## config.mk

```make
export PLATFORM = sky130hd
export DESIGN_NAME = alu_operand_loader
export DESIGN_NICKNAME = d
export VERILOG_FILES = /design/src/rtl/alu_operand_loader.sv
export SDC_FILE = /design/constraint.sdc
export NUM_CORES = 1
export LEC_CHECK = 0
export BUFFER_PORTS_ARGS = -buffer_cell sky130_fd_sc_hd__buf_4
export CAP_MARGIN = 20
export CORE_MARGIN = 2
export CORE_UTILIZATION = 58
export CTS_CLUSTER_DIAMETER = 60
export CTS_CLUSTER_SIZE = 28
export DETAILED_ROUTE_END_ITERATION = 7
export PLACE_DENSITY = 0.94
export RECOVER_POWER = 100
export SYNTH_ARGS = -nofsm -noshare
export SYNTH_HDL_FRONTEND = slang
export SYNTH_SLANG_ARGS = --single-unit
```

## constraint.sdc

```tcl
create_clock -name CLK -period 6.91 [get_ports CLK]
set_clock_uncertainty 0.2 [all_clocks]
set_input_delay 1.0365 -clock CLK [delete_from_list [all_inputs] [get_ports CLK]]
set_output_delay 1.0365 -clock CLK [all_outputs]
set_load 0.05 [all_outputs]
```

## src/rtl/alu_operand_loader.sv

```systemverilog
// alu_operand_loader: debounced button/switch front end loading ALU operands.
// Define ALU_LOADER_SWAP_EN to enable the KEY[2] operand swap in RUN.
module alu_operand_loader #(
   parameter int DEBOUNCE_CYCLES = 50000,
   parameter int CNT_W = 16
) (
   input  logic        CLK,
   input  logic        nRST,
   input  logic [3:0]  KEY,
   input  logic [17:0] SW,
   output logic [31:0] port_a,
   output logic [31:0] port_b,
   output logic [3:0]  aluop,
   output logic        op_valid,
   output logic [1:0]  stage
);

`ifdef ALU_LOADER_SWAP_EN
   localparam int NK = 3;
`else
   localparam int NK = 2;
`endif

   localparam logic [CNT_W-1:0] LAST = CNT_W'(DEBOUNCE_CYCLES - 1);

   typedef enum logic [1:0] {
      LOAD_A  = 2'b00,
      LOAD_B  = 2'b01,
      LOAD_OP = 2'b10,
      RUN     = 2'b11
   } state_t;

   state_t           state;
   logic [NK-1:0]    k_s1;
   logic [NK-1:0]    k_s2;
   logic [NK-1:0]    k_deb;
   logic [NK-1:0]    press;
   logic [CNT_W-1:0] cnt [NK];
   logic [16:0]      sw_s1;
   logic [16:0]      sw_s2;
   logic [31:0]      sw_ext;
   logic             enter;
   logic             clear;
   logic             unused;

   assign enter  = press[0];
   assign clear  = press[1];
   assign sw_ext = {{15{sw_s2[16]}}, sw_s2};
   assign stage  = state;
   assign unused = ^{KEY[3:NK], SW[17]};

`ifdef ALU_LOADER_SWAP_EN
   logic swap;
   assign swap = press[2];
`endif

   // two-flop synchronizers for the used keys and the switches
   always_ff @(posedge CLK) begin
      if (!nRST) begin
         k_s1  <= '1;
         k_s2  <= '1;
         sw_s1 <= '1;
         sw_s2 <= '1;
      end else begin
         k_s1  <= KEY[NK-1:0];
         k_s2  <= k_s1;
         sw_s1 <= SW[16:0];
         sw_s2 <= sw_s1;
      end
   end

   // debounce each key; pulse press on the accepted 1->0 transition
   always_ff @(posedge CLK) begin
      if (!nRST) begin
         k_deb <= '1;
         press <= '0;
         for (int i = 0; i < NK; i++) cnt[i] <= '0;
      end else begin
         for (int i = 0; i < NK; i++) begin
            press[i] <= 1'b0;
            if (k_s2[i] == k_deb[i]) begin
               cnt[i] <= '0;
            end else if (cnt[i] == LAST) begin
               cnt[i]   <= '0;
               k_deb[i] <= k_s2[i];
               press[i] <= k_deb[i];
            end else begin
               cnt[i] <= cnt[i] + 1'b1;
            end
         end
      end
   end

   // operand entry sequencer; clear beats enter, enter beats swap
   always_ff @(posedge CLK) begin
      if (!nRST) begin
         state    <= LOAD_A;
         port_a   <= '0;
         port_b   <= '0;
         aluop    <= '0;
         op_valid <= 1'b0;
      end else if (clear) begin
         state    <= LOAD_A;
         port_a   <= '0;
         port_b   <= '0;
         aluop    <= '0;
         op_valid <= 1'b0;
      end else if (enter) begin
         unique case (state)
            LOAD_A: begin
               port_a <= sw_ext;
               state  <= LOAD_B;
            end
            LOAD_B: begin
               port_b <= sw_ext;
               state  <= LOAD_OP;
            end
            LOAD_OP: begin
               aluop    <= sw_s2[3:0];
               op_valid <= 1'b1;
               state    <= RUN;
            end
            RUN: begin
               op_valid <= 1'b0;
               state    <= LOAD_A;
            end
         endcase
`ifdef ALU_LOADER_SWAP_EN
      end else if (swap && state == RUN) begin
         port_a <= port_b;
         port_b <= port_a;
`endif
      end
   end

endmodule
```

==> metrics.md, run 1 <==
| Metric | Value |
|---|---|
| RSZ-0062 raised after global routing | `no` |
| Hold Path Origin | `sw_s1[14]` |
| Synth area leader | `dfxtp_1` |
| DRT Pass-1 Iters | `6` |
| Pins over their slew limit | `90` |
| Rel. slew slack | `-25.0%` |
| Clock Path Buffers | `2` |
| 1st-iter DRT viols | `271` |
| Share of post-route cells with drive strength above 1 | `9.15%` |
| # clock sinks | `115` |
| Die X | `93.5 µm` |
| Top post-synthesis cells by count | `nand2_1, dfxtp_1, a21oi_1` |
| Filler cells | `564` |
| Mux cell area share after synthesis | `0.647%` |
| Synth warn | `0` |
| Antenna diode count | `0` |
| GPL Wtd Cong | `0.792` |
| Routed WL per cell | `15.2 µm` |
| Worst Hold End | `sw_s2[14]` |
| DRC viols | `0` |
| Post-synthesis compound-gate area fraction | `5.34%` |
| Max Cap Viol | `2` |
| Most common cell in the synthesized netlist | `nand2_1` |
| Fin nets | `597` |
| Critical path required time | `7050 ps` |
| All-layer global routing usage | `24.7%` |
| TNS Setup | `0 ps` |
| Row count | `32` |
| Post-synth EDFFs | `32` |
| Max Clock Freq | `276 MHz` |
| Top area cells in the synthesized netlist | `dfxtp_1, edfxtp_1, nand2_1, nand2b_1, buf_4` |
| Grt ovf | `0` |
| Synthesis-to-finish area growth | `19.8%` |
| CTS Buf Count | `17` |
| Die H | `93.5 µm` |
| Worst Hold Class | `flop to flop` |
| Fin worst setup slack | `3290 ps` |
| # IOs | `95` |
| Syn Inst Count | `473` |
| Seq/Total Area, Yosys | `56.5%` |
| HPWL after DPL | `6.23 mm` |
| Hold Fails Final Rpt | `0` |
| Fin crit period | `3620 ps` |
| Drt via density | `5.35` |
| Tot Pwr | `1.63 mW` |
| Worst vdd ir | `0.172 mV` |
| Total die area | `8740 µm²` |
| Core area | `7730 µm²` |
| Ys flop type | `dfxtp_1` |
| Ys async rst share | `0%` |
| Antenna-violating nets left | `0` |
| Worst R2R End | `cnt[0][4]` |
| Crit path launch type | `input pin` |
| Resized Gates After CTS | `0` |
| Simple-gate share of the synthesized area | `23.1%` |
| First-pass GRT wire length | `16.6 mm` |
| Final Cycle Share | `52.4%` |
| Number of global-route vias before repair | `3576` |
| Final setup fails | `0` |
| Clk slew on worst S/H paths | `60 ps` |
| Count of input and output buffers | `91` |
| Root buffer cell | `clkbuf_8` |
| # hold bufs at CTS | `0` |
| Depth of the CTS H-tree | `4` |
| Status | `finished, violations left` |
| Pin count of the biggest net entering global routing | `48` |
| FF-to-FF path depth | `4` |
| Post-Syn Area per Cell | `9.82 µm²` |
| Largest family of logic cells by synthesized area | `simple AND/OR/NAND/NOR gates` |
| Initial antenna violation count | `0` |
| Slew @ Worst Pin | `1870 ps` |
| Final WL | `10.3 mm` |
| Worst-path fanout max | `47` |
| Synth Area in Adders | `1.89%` |
| Post-Synth XOR/XNOR Area | `5.09%` |
| CTS tree | `done` |
| Clk_lat worst skew | `520 ps` |
| Crit Reg-Reg Startpoint | `cnt[0][11]` |
| Postcts setup bufs | `0` |
| PD cells | `292 nW/µm²` |
| Vias | `3643` |
| Violated checks | `max-capacitance violations, max-slew violations` |
| Distinct cell type count after synthesis | `33` |
| Setup CP Type | `input pin to flop` |
| Leak pwr | `2.02 nW` |
| Initial core utilization | `60.1%` |
| Worst slack, placed | `4500 ps` |
| Crit path arrival time | `3760 ps` |
| Share of the synthesized area in the top cell type | `35.8%` |
| FF+latch count, synth | `115` |
| Worst R2R Setup Slack | `4270 ps` |
| Netlist Area Pre-Place | `4640 µm²` |
| Crit. End Element | `flop` |
| Hold path cells | `1` |
[cells in the final DEF, fill, tap and decap left out, types with 2 or more instances in the layout]
cell and instances:
a211oi_1 2, a21oi_1 42, and2_1 2, and3_1 3
and4_1 2, buf_4 19, bufinv_16 2, clkbuf_1 73
clkbuf_16 16, clkinv_4 5, conb_1 32, dfxtp_1 83
edfxtp_1 32, ha_1 7, inv_1 8, inv_6 4
inv_8 2, mux2i_1 3, nand2_1 88, nand2b_1 39
nand3_1 15, nand4_1 9, nand4b_1 2, nor2_1 34
nor3_1 6, nor4_1 5, o31ai_1 3, or3_1 2
or4_1 5, or4_4 2, xnor2_1 13, xor2_1 14
[metal layers]
layer  global-route usage [%]  share of wire (%)  vias up
li1                         -                  -     1708
met1                     27.6                 39     1712
met2                     43.6                 51      184
met3                     6.45                7.7       39
met4                     11.9                2.5        0
met5                        0                  0        -
[critical path: stages]
cell      delay (ps)
clkbuf_1        1320
nand3_1         1010
nor2_1           380
[worst max-delay path by stage]
stage               startpoint          to  cells past startpoint
detailed placement        nRST  cnt[1][15]                      3
finish                    nRST  cnt[1][14]                      3
CTS                 port_b[16]  port_b[26]                      1
floorplan           port_a[16]  port_a[17]                      1
global route              nRST  cnt[1][14]                      3
global placement          nRST  cnt[1][15]                      3
[kinds of logic (layout without fill, tap and decap cells)]
family,Yosys count,in the layout
other cells,1,32
buf+inv,57,132
fa+ha+maj,7,7
flops,115,115
mux,3,3
compound gates,47,47
xor+xnor,27,27
simple gates,216,216
[through the flow]
step / instances / area (µm²) / utilization [%] / hold slack [ps]
after CTS: 681 / 5850 / 75.8 / 214
after floorplan: 504 / 4760 / - / 186
after global routing: 681 / 5560 / 72.0 / 221
after detailed placement: 649 / 5270 / 68.2 / 192
final: 681 / 5560 / 72.0 / 210
after global placement: 649 / 5270 / 68.2 / 191
[flip-flops by register name, summed over array words and instances, names as in the netlist, 4 cells and up]
name	flops
sw_s2	17
sw_s1	17
aluop	4
port_a	17
cnt	32
port_b	17
[layout make-up]
class                      count  area [µm²]  share of cell area (%)
clock buffer                  17         414                    7.44
timing repair buffer          92         417                    7.49
multi-input combinational    332        1780                    32.0
tap                          102         128                    2.29
sequential                   115        2620                    47.1
clock inverter                15         174                    3.13
inverter                       8        30.0                   0.540
[power breakdown]
part	total, mW	switching (mW)	internal [mW]
clock	0.857	0.334	0.523
combinational	0.0419	0.0224	0.0195
sequential	0.727	0.0156	0.711
total	1.63	0.372	1.25
(Power assumes the default switching activity.)
==> inputs of run 2 (changes only) <==
ABC_AREA = 1   (was not set)
CORE_UTILIZATION = 50   (was 58)
PLACE_DENSITY = 0.86   (was 0.94)
clock period = 3 ns   (was 6.91 ns; I/O delays follow)
==> metrics.md, run 2 <==
| Metric | Value |
|---|---|
| Status | `finished clean (was finished, violations left)` |
| # hold bufs at CTS | `20 (was 0)` |
| PD cells | `632 nW/µm² (was 292 nW/µm²)` |
| Count of input and output buffers | `91 (unchanged)` |
| Crit path launch type | `input pin (unchanged)` |
| Synth Area in Adders | `1.76% (was 1.89%)` |
| Synth warn | `0 (unchanged)` |
| Antenna diode count | `0 (unchanged)` |
| Commonest non-fill, non-tap cell in the layout | `nand2_1 (unchanged)` |
| Cell area after layout | `6060 µm² (was 5560 µm²)` |
| Crit-path max cell delay | `530 ps (was 1320 ps)` |
| Largest Register | `cnt (unchanged)` |
| Resized Gates After CTS | `0 (unchanged)` |
| HPWL after DPL | `6.91 mm (was 6.23 mm)` |
| Row count | `36 (was 32)` |
| Max Cap Viol | `0 (was 2)` |
| Rel. slew slack | `53.2% (was -25.0%)` |
| Root buffer cell | `clkbuf_8 (unchanged)` |
| Post-synthesis compound-gate area fraction | `9.65% (was 5.34%)` |
| Max reg flops | `32 (unchanged)` |
| All-layer global routing usage | `20.8% (was 24.7%)` |
| CTS Buf Count | `17 (unchanged)` |
| Pin count of the biggest net entering global routing | `42 (was 48)` |
| Clock Path Buffers | `2 (unchanged)` |
| Initial core utilization | `51.3% (was 60.1%)` |
| Fin crit period | `2410 ps` |
| Number of global-route vias before repair | `3905 (was 3576)` |
| Setup CP Type | `input pin to flop (unchanged)` |
| Syn Inst Count | `545 (was 473)` |
| Post-Syn Area per Cell | `9.16 µm² (was 9.82 µm²)` |
| Crit path arrival time | `2590 ps (was 3760 ps)` |
| Area after DPL | `5640 µm² (was 5270 µm²)` |
| Vias | `3896 (was 3643)` |
| Commonest cells after routing, fill and taps aside | `nand2_1, dfxtp_1, clkbuf_1 (unchanged)` |
| Worst Hold Class | `flop to flop (unchanged)` |
| Depth of the CTS H-tree | `4 (unchanged)` |
| First-pass GRT wire length | `18.0 mm (was 16.6 mm)` |
| Final setup fails | `0 (unchanged)` |
| Metal-1 WL | `4.34 mm (was 4.00 mm)` |
| FF+latch count, synth | `115 (unchanged)` |
| Simple-gate share of the synthesized area | `23.8% (was 23.1%)` |
| Postcts setup bufs | `0 (unchanged)` |
| Antenna-violating nets left | `0 (unchanged)` |
| GPL Wtd Cong | `0.882 (was 0.792)` |
| Tot Pwr | `3.83 mW (was 1.63 mW)` |
| Core area | `9730 µm² (was 7730 µm²)` |
| Cell breakdown of the critical path | `dlygate4sd3_1 -> clkbuf_1 -> inv_2 -> or2_2 -> clkbuf_2 -> a21oi_1 (was clkbuf_1 -> nand3_1 -> nor2_1)` |
| Leak pwr | `2.31 nW (was 2.02 nW)` |
| Pins over their slew limit | `0 (was 90)` |
| Total die area | `10800 µm² (was 8740 µm²)` |
| Crit. End Element | `flop (unchanged)` |
| TNS Setup | `0 ps (unchanged)` |
| Worst vdd ir | `0.373 mV (was 0.172 mV)` |
| # IOs | `95 (unchanged)` |
| Top post-synthesis cells by count | `nand2_1, dfxtp_1, nor2_1 (was nand2_1, dfxtp_1, a21oi_1)` |
| RSZ-0062 raised after global routing | `no (unchanged)` |
| Fin nets | `693 (was 597)` |
| Final WL | `10.8 mm (was 10.3 mm)` |
| CTS tree | `done (unchanged)` |
| Hold Fails Final Rpt | `0 (unchanged)` |
| Post-synth EDFFs | `32 (unchanged)` |
| DRC viols | `0 (unchanged)` |
| Die H | `104 µm (was 93.5 µm)` |
| Drt via density | `4.82 (was 5.35)` |
| Initial antenna violation count | `0 (unchanged)` |
| Max layer used | `met4 (unchanged)` |
| Seq/Total Area, Yosys | `52.6% (was 56.5%)` |
| Routed length on met2 | `5.38 mm (was 5.29 mm)` |
| Distinct cell type count after synthesis | `33 (unchanged)` |
| Mux cell area share after synthesis | `0% (was 0.647%)` |
| Slowest cell on crit path | `dlygate4sd3_1 (was clkbuf_1)` |
| Die X | `104 µm (was 93.5 µm)` |
| Worst-path fanout max | `41 (was 47)` |
| Synthesis-to-finish area growth | `21.4% (was 19.8%)` |
| Core Util, Final | `62.2% (was 72.0%)` |
| Most common cell in the synthesized netlist | `nand2_1 (unchanged)` |
| Max Clock Freq | `415 MHz` |
| Largest family of logic cells by synthesized area | `simple AND/OR/NAND/NOR gates (unchanged)` |
| # clock sinks | `115 (unchanged)` |
| Clk slew on worst S/H paths | `60 ps (about the same)` |
| Slew @ Worst Pin | `700 ps (was 1870 ps)` |
| Critical path required time | `3180 ps (was 7050 ps)` |
| Final Cycle Share | `80.4%` |
| DR WL met3 | `807 µm (was 792 µm)` |
| 1st-iter DRT viols | `229 (was 271)` |
| Routed WL per cell | `13.4 µm (was 15.2 µm)` |
| Fin worst setup slack | `588 ps (was 3290 ps)` |
| Synth area leader | `dfxtp_1 (unchanged)` |
| Worst slack, placed | `831 ps (was 4500 ps)` |
| Ys async rst share | `0% (unchanged)` |
| DRT Pass-1 Iters | `5 (was 6)` |
| Share of post-route cells with drive strength above 1 | `17.3% (was 9.15%)` |
| Ys flop type | `dfxtp_1 (unchanged)` |
| Clk_lat worst skew | `520 ps (about the same)` |
| Netlist Area Pre-Place | `4990 µm² (was 4640 µm²)` |
| Share of the synthesized area in the top cell type | `33.3% (was 35.8%)` |
| Grt ovf | `0 (unchanged)` |
| Non-filler cells, final | `808 (was 681)` |
| Top area cells in the synthesized netlist | `dfxtp_1, edfxtp_1, nand2_1, a21oi_2, buf_4 (was dfxtp_1, edfxtp_1, nand2_1, nand2b_1, buf_4)` |
| Hold_ws | `210 ps (about the same)` |
| Cells after DPL | `756 (was 649)` |
| Post-Synth XOR/XNOR Area | `2.63% (was 5.09%)` |
[run 2: changes by cell type in the layout (fill, tap and decap cells not counted), moves of 6 or more]
| cell | change |
|---|---|
| nor2_1 | +16 |
| nand2_1 | +32 |
| nor2_2 | +11 |
| nor3_1 | -6 |
| a21oi_2 | +12 |
| or2_1 | +6 |
| o21ai_0 | +13 |
| dlygate4sd3_1 | +20 |
| inv_1 | +23 |
| nand2b_1 | -39 |
| xnor2_1 | -8 |
| or2_2 | +31 |
[run 2: logic make-up (layout without fill, tap and decap cells)]
family / count (synthesis) / in the layout
other: 1 / 32
AO/OA/AOI/OAI: 70 / 70
buffers and inverters: 81 / 180
XOR/XNOR: 15 / 15
adder cells (fa/ha/maj): 7 / 7
flip-flops: 115 / 115
AND/OR/NAND/NOR: 256 / 256
[run 2: per-layer routing]
layer | vias to the layer above | GRT usage [%]
met2 | 148 | 36.2
met3 | 26 | 8.08
li1 | 1918 | -
met4 | 0 | 8.59
met5 | - | 0
met1 | 1804 | 22.6
[run 2: final cells by class]
class	count	area, µm²
clock buffers	18	439
clock inverters	14	163
fillers	848	3670
inverters	35	136
multi-input cells	380	1900
flip-flops and latches	115	2620
well taps	133	166
repair buffers	113	626
[run 2: report_power, final]
group / total [mW] / internal, mW / switching [mW]
logic: 0.131 / 0.0635 / 0.0680
registers: 1.67 / 1.64 / 0.0308
clock network: 2.03 / 1.25 / 0.776
total: 3.83 / 2.96 / 0.874
[run 2: worst paths after layout]
check	startpoint	to	slack, ps	cells after the start
worst min-delay path	sw_s1[1]	sw_s2[1]	210	1
worst max register to register	stage[1]	port_b[12]	730	6
worst min register to register	sw_s1[1]	sw_s2[1]	210	1
worst max-delay path	nRST	port_a[0]	590	6
[run 2: critical path, delay by kind of cell]
family	cells	cell delay, ps
AO/OA/AOI/OAI	1	90
buffers and inverters	4	1550
AND/OR/NAND/NOR	1	480
==> inputs of run 3 (changes only) <==
clock period = 2.1 ns   (was 3 ns; I/O delays follow)
==> metrics.md, run 3 (synthesis results as in run 2) <==
| Metric | Value |
|---|---|
| Final Cycle Share | `93.9%` |
| Pins over their slew limit | `0 (unchanged)` |
| Initial antenna violation count | `0 (unchanged)` |
| Crit-path max cell delay | `640 ps (was 530 ps)` |
| Max Cap Viol | `0 (unchanged)` |
| Cell breakdown of the critical path | `buf_4 (was dlygate4sd3_1 -> clkbuf_1 -> inv_2 -> or2_2 -> clkbuf_2 -> a21oi_1)` |
| Sequential fraction of design power | `45.1% (was 43.6%)` |
| CTS Buf Count | `17 (unchanged)` |
| Count of input and output buffers | `91 (unchanged)` |
| Status | `finished clean (unchanged)` |
| PD cells | `862 nW/µm² (was 632 nW/µm²)` |
| Depth of the CTS H-tree | `4 (unchanged)` |
| Synthesis-to-finish area growth | `22.9% (was 21.4%)` |
| Filler cells | `814 (was 848)` |
| Crit. End Element | `primary output (was flop)` |
| Critical path required time | `1580 ps (was 3180 ps)` |
| Largest Register | `cnt (unchanged)` |
| Root buffer cell | `clkbuf_8 (unchanged)` |
| Multi-input logic area | `1870 µm² (was 1900 µm²)` |
| Pin count of the biggest net entering global routing | `25 (was 42)` |
| Core area | `9730 µm² (unchanged)` |
| Antenna-violating nets left | `0 (unchanged)` |
| Setup CP Type | `flop to primary output (was input pin to flop)` |
| CP Buf/Inv Count | `1 (was 4)` |
| First-pass GRT wire length | `18.3 mm (was 18.0 mm)` |
| Register area | `2620 µm² (unchanged)` |
| Initial core utilization | `51.3% (unchanged)` |
| Clk network pwr share | `51.3% (was 53.0%)` |
| RSZ-0062 raised after global routing | `no (unchanged)` |
| Clock Path Buffers | `2 (unchanged)` |
| DRC viols | `0 (unchanged)` |
| Routed WL per cell | `13.6 µm (was 13.4 µm)` |
| Total die area | `10800 µm² (unchanged)` |
| Slew @ Worst Pin | `641 ps (was 700 ps)` |
| Worst vdd ir | `0.625 mV (was 0.373 mV)` |
| Grt ovf | `0 (unchanged)` |
| DRT Pass-1 Iters | `5 (unchanged)` |
| Clk_lat worst skew | `510 ps (was 520 ps)` |
| Hold Fails Final Rpt | `0 (unchanged)` |
| TNS Setup | `0 ps (unchanged)` |
| Switch share | `22.8% (about the same)` |
| Combinational share of power | `3.6% (was 3.4%)` |
| Slowest cell on crit path | `dfxtp_1 (was dlygate4sd3_1)` |
| Antenna diode count | `0 (unchanged)` |
| Crit path arrival time | `1460 ps (was 2590 ps)` |
| Postcts setup bufs | `0 (unchanged)` |
| Max Clock Freq | `507 MHz` |
| Die H | `104 µm (unchanged)` |
| HPWL after DPL | `7.03 mm (was 6.91 mm)` |
| # clock sinks | `115 (unchanged)` |
| Commonest non-fill, non-tap cell in the layout | `nand2_1 (unchanged)` |
| Max reg flops | `32 (unchanged)` |
| Psw | `1.21 mW (was 0.874 mW)` |
| # IOs | `95 (unchanged)` |
| Leak pwr | `2.46 nW (was 2.31 nW)` |
| Number of global-route vias before repair | `3930 (was 3905)` |
| Vias | `3943 (was 3896)` |
| Worst Hold Class | `flop to flop (unchanged)` |
| Row count | `36 (unchanged)` |
| Fin crit period | `1970 ps` |
| All-layer global routing usage | `21.0% (was 20.8%)` |
| Hold_ws | `209 ps (was 210 ps)` |
| Crit path launch type | `flop (was input pin)` |
| Clk slew on worst S/H paths | `60 ps (about the same)` |
| Final setup fails | `0 (unchanged)` |
| Worst-path fanout max | `17 (was 41)` |
| Final WL | `11.0 mm (was 10.8 mm)` |
| P_int | `4.08 mW (was 2.96 mW)` |
| Fin nets | `695 (was 693)` |
| GPL Wtd Cong | `0.878 (was 0.882)` |
| Rel. slew slack | `57.5% (was 53.2%)` |
| Core Util, Final | `63.0% (was 62.2%)` |
| 1st-iter DRT viols | `204 (was 229)` |
| CTS tree | `done (unchanged)` |
| Tot Pwr | `5.29 mW (was 3.83 mW)` |
| Commonest cells after routing, fill and taps aside | `nand2_1, dfxtp_1, nor2_1 (was nand2_1, dfxtp_1, clkbuf_1)` |
| Share of post-route cells with drive strength above 1 | `20.8% (was 17.3%)` |
| Drt via density | `4.87 (was 4.82)` |
| Die X | `104 µm (unchanged)` |
| Cell family with most CP delay | `flip-flops (was buffers and inverters)` |
-- run 3: final cells by class --
class	count	share of cell area, %
Tap cell	133	2.71
Inverter	35	2.22
Clock inverter	13	1.94
Clock buffer	19	7.20
Multi-Input combinational cell	380	30.5
Sequential cell	115	42.8
Timing Repair Buffer	115	12.6
-- run 3: timing repair --
item	CTS	global route
hold endpoints to repair	21	0
hold buffers	20	0
endpoints found under the setup margin	0	1
gates resized for setup	0	1
-- run 3: layer usage --
layer	track usage (%)	wire [µm]	up-vias	share of wire [%]
li1	-	-	1936	-
met1	22.7	4450	1820	40
met2	37.5	5680	165	51
met3	7.02	712	22	6.4
met4	8.69	202	0	1.8
met5	0	0	-	0
-- run 3: power groups by stage --
stage	clock network [mW]	registers [mW]	logic [mW]
floorplan	0	2.42	0.120
global placement	0	2.42	0.159
detailed placement	0	2.43	0.163
CTS	2.74	2.38	0.195
global route	2.85	2.39	0.213
finish	2.71	2.38	0.191
-- run 3: metrics by stage --
| step | area (µm²) | setup slack (ps) | instances |
|---|---|---|---|
| 2_1_floorplan | 5110 | 139 | 576 |
| 3_3_place_gp | 5660 | 313 | 758 |
| 3_5_place_dp | 5660 | 244 | 758 |
| 4_1_cts | 6420 | 86.1 | 810 |
| 5_1_grt | 6130 | 2.27 | 810 |
| 6_report | 6130 | 128 | 810 |
-- run 3: worst paths after layout --
check                                 from    endpoint  slack [ps]  cells after the start
worst max register to register   cnt[0][0]  cnt[0][11]         190                      6
worst max-delay path            port_b[16]  port_b[28]         130                      1
worst min-delay path             sw_s1[13]   sw_s2[13]         210                      1
worst min register to register   sw_s1[13]   sw_s2[13]         210                      1
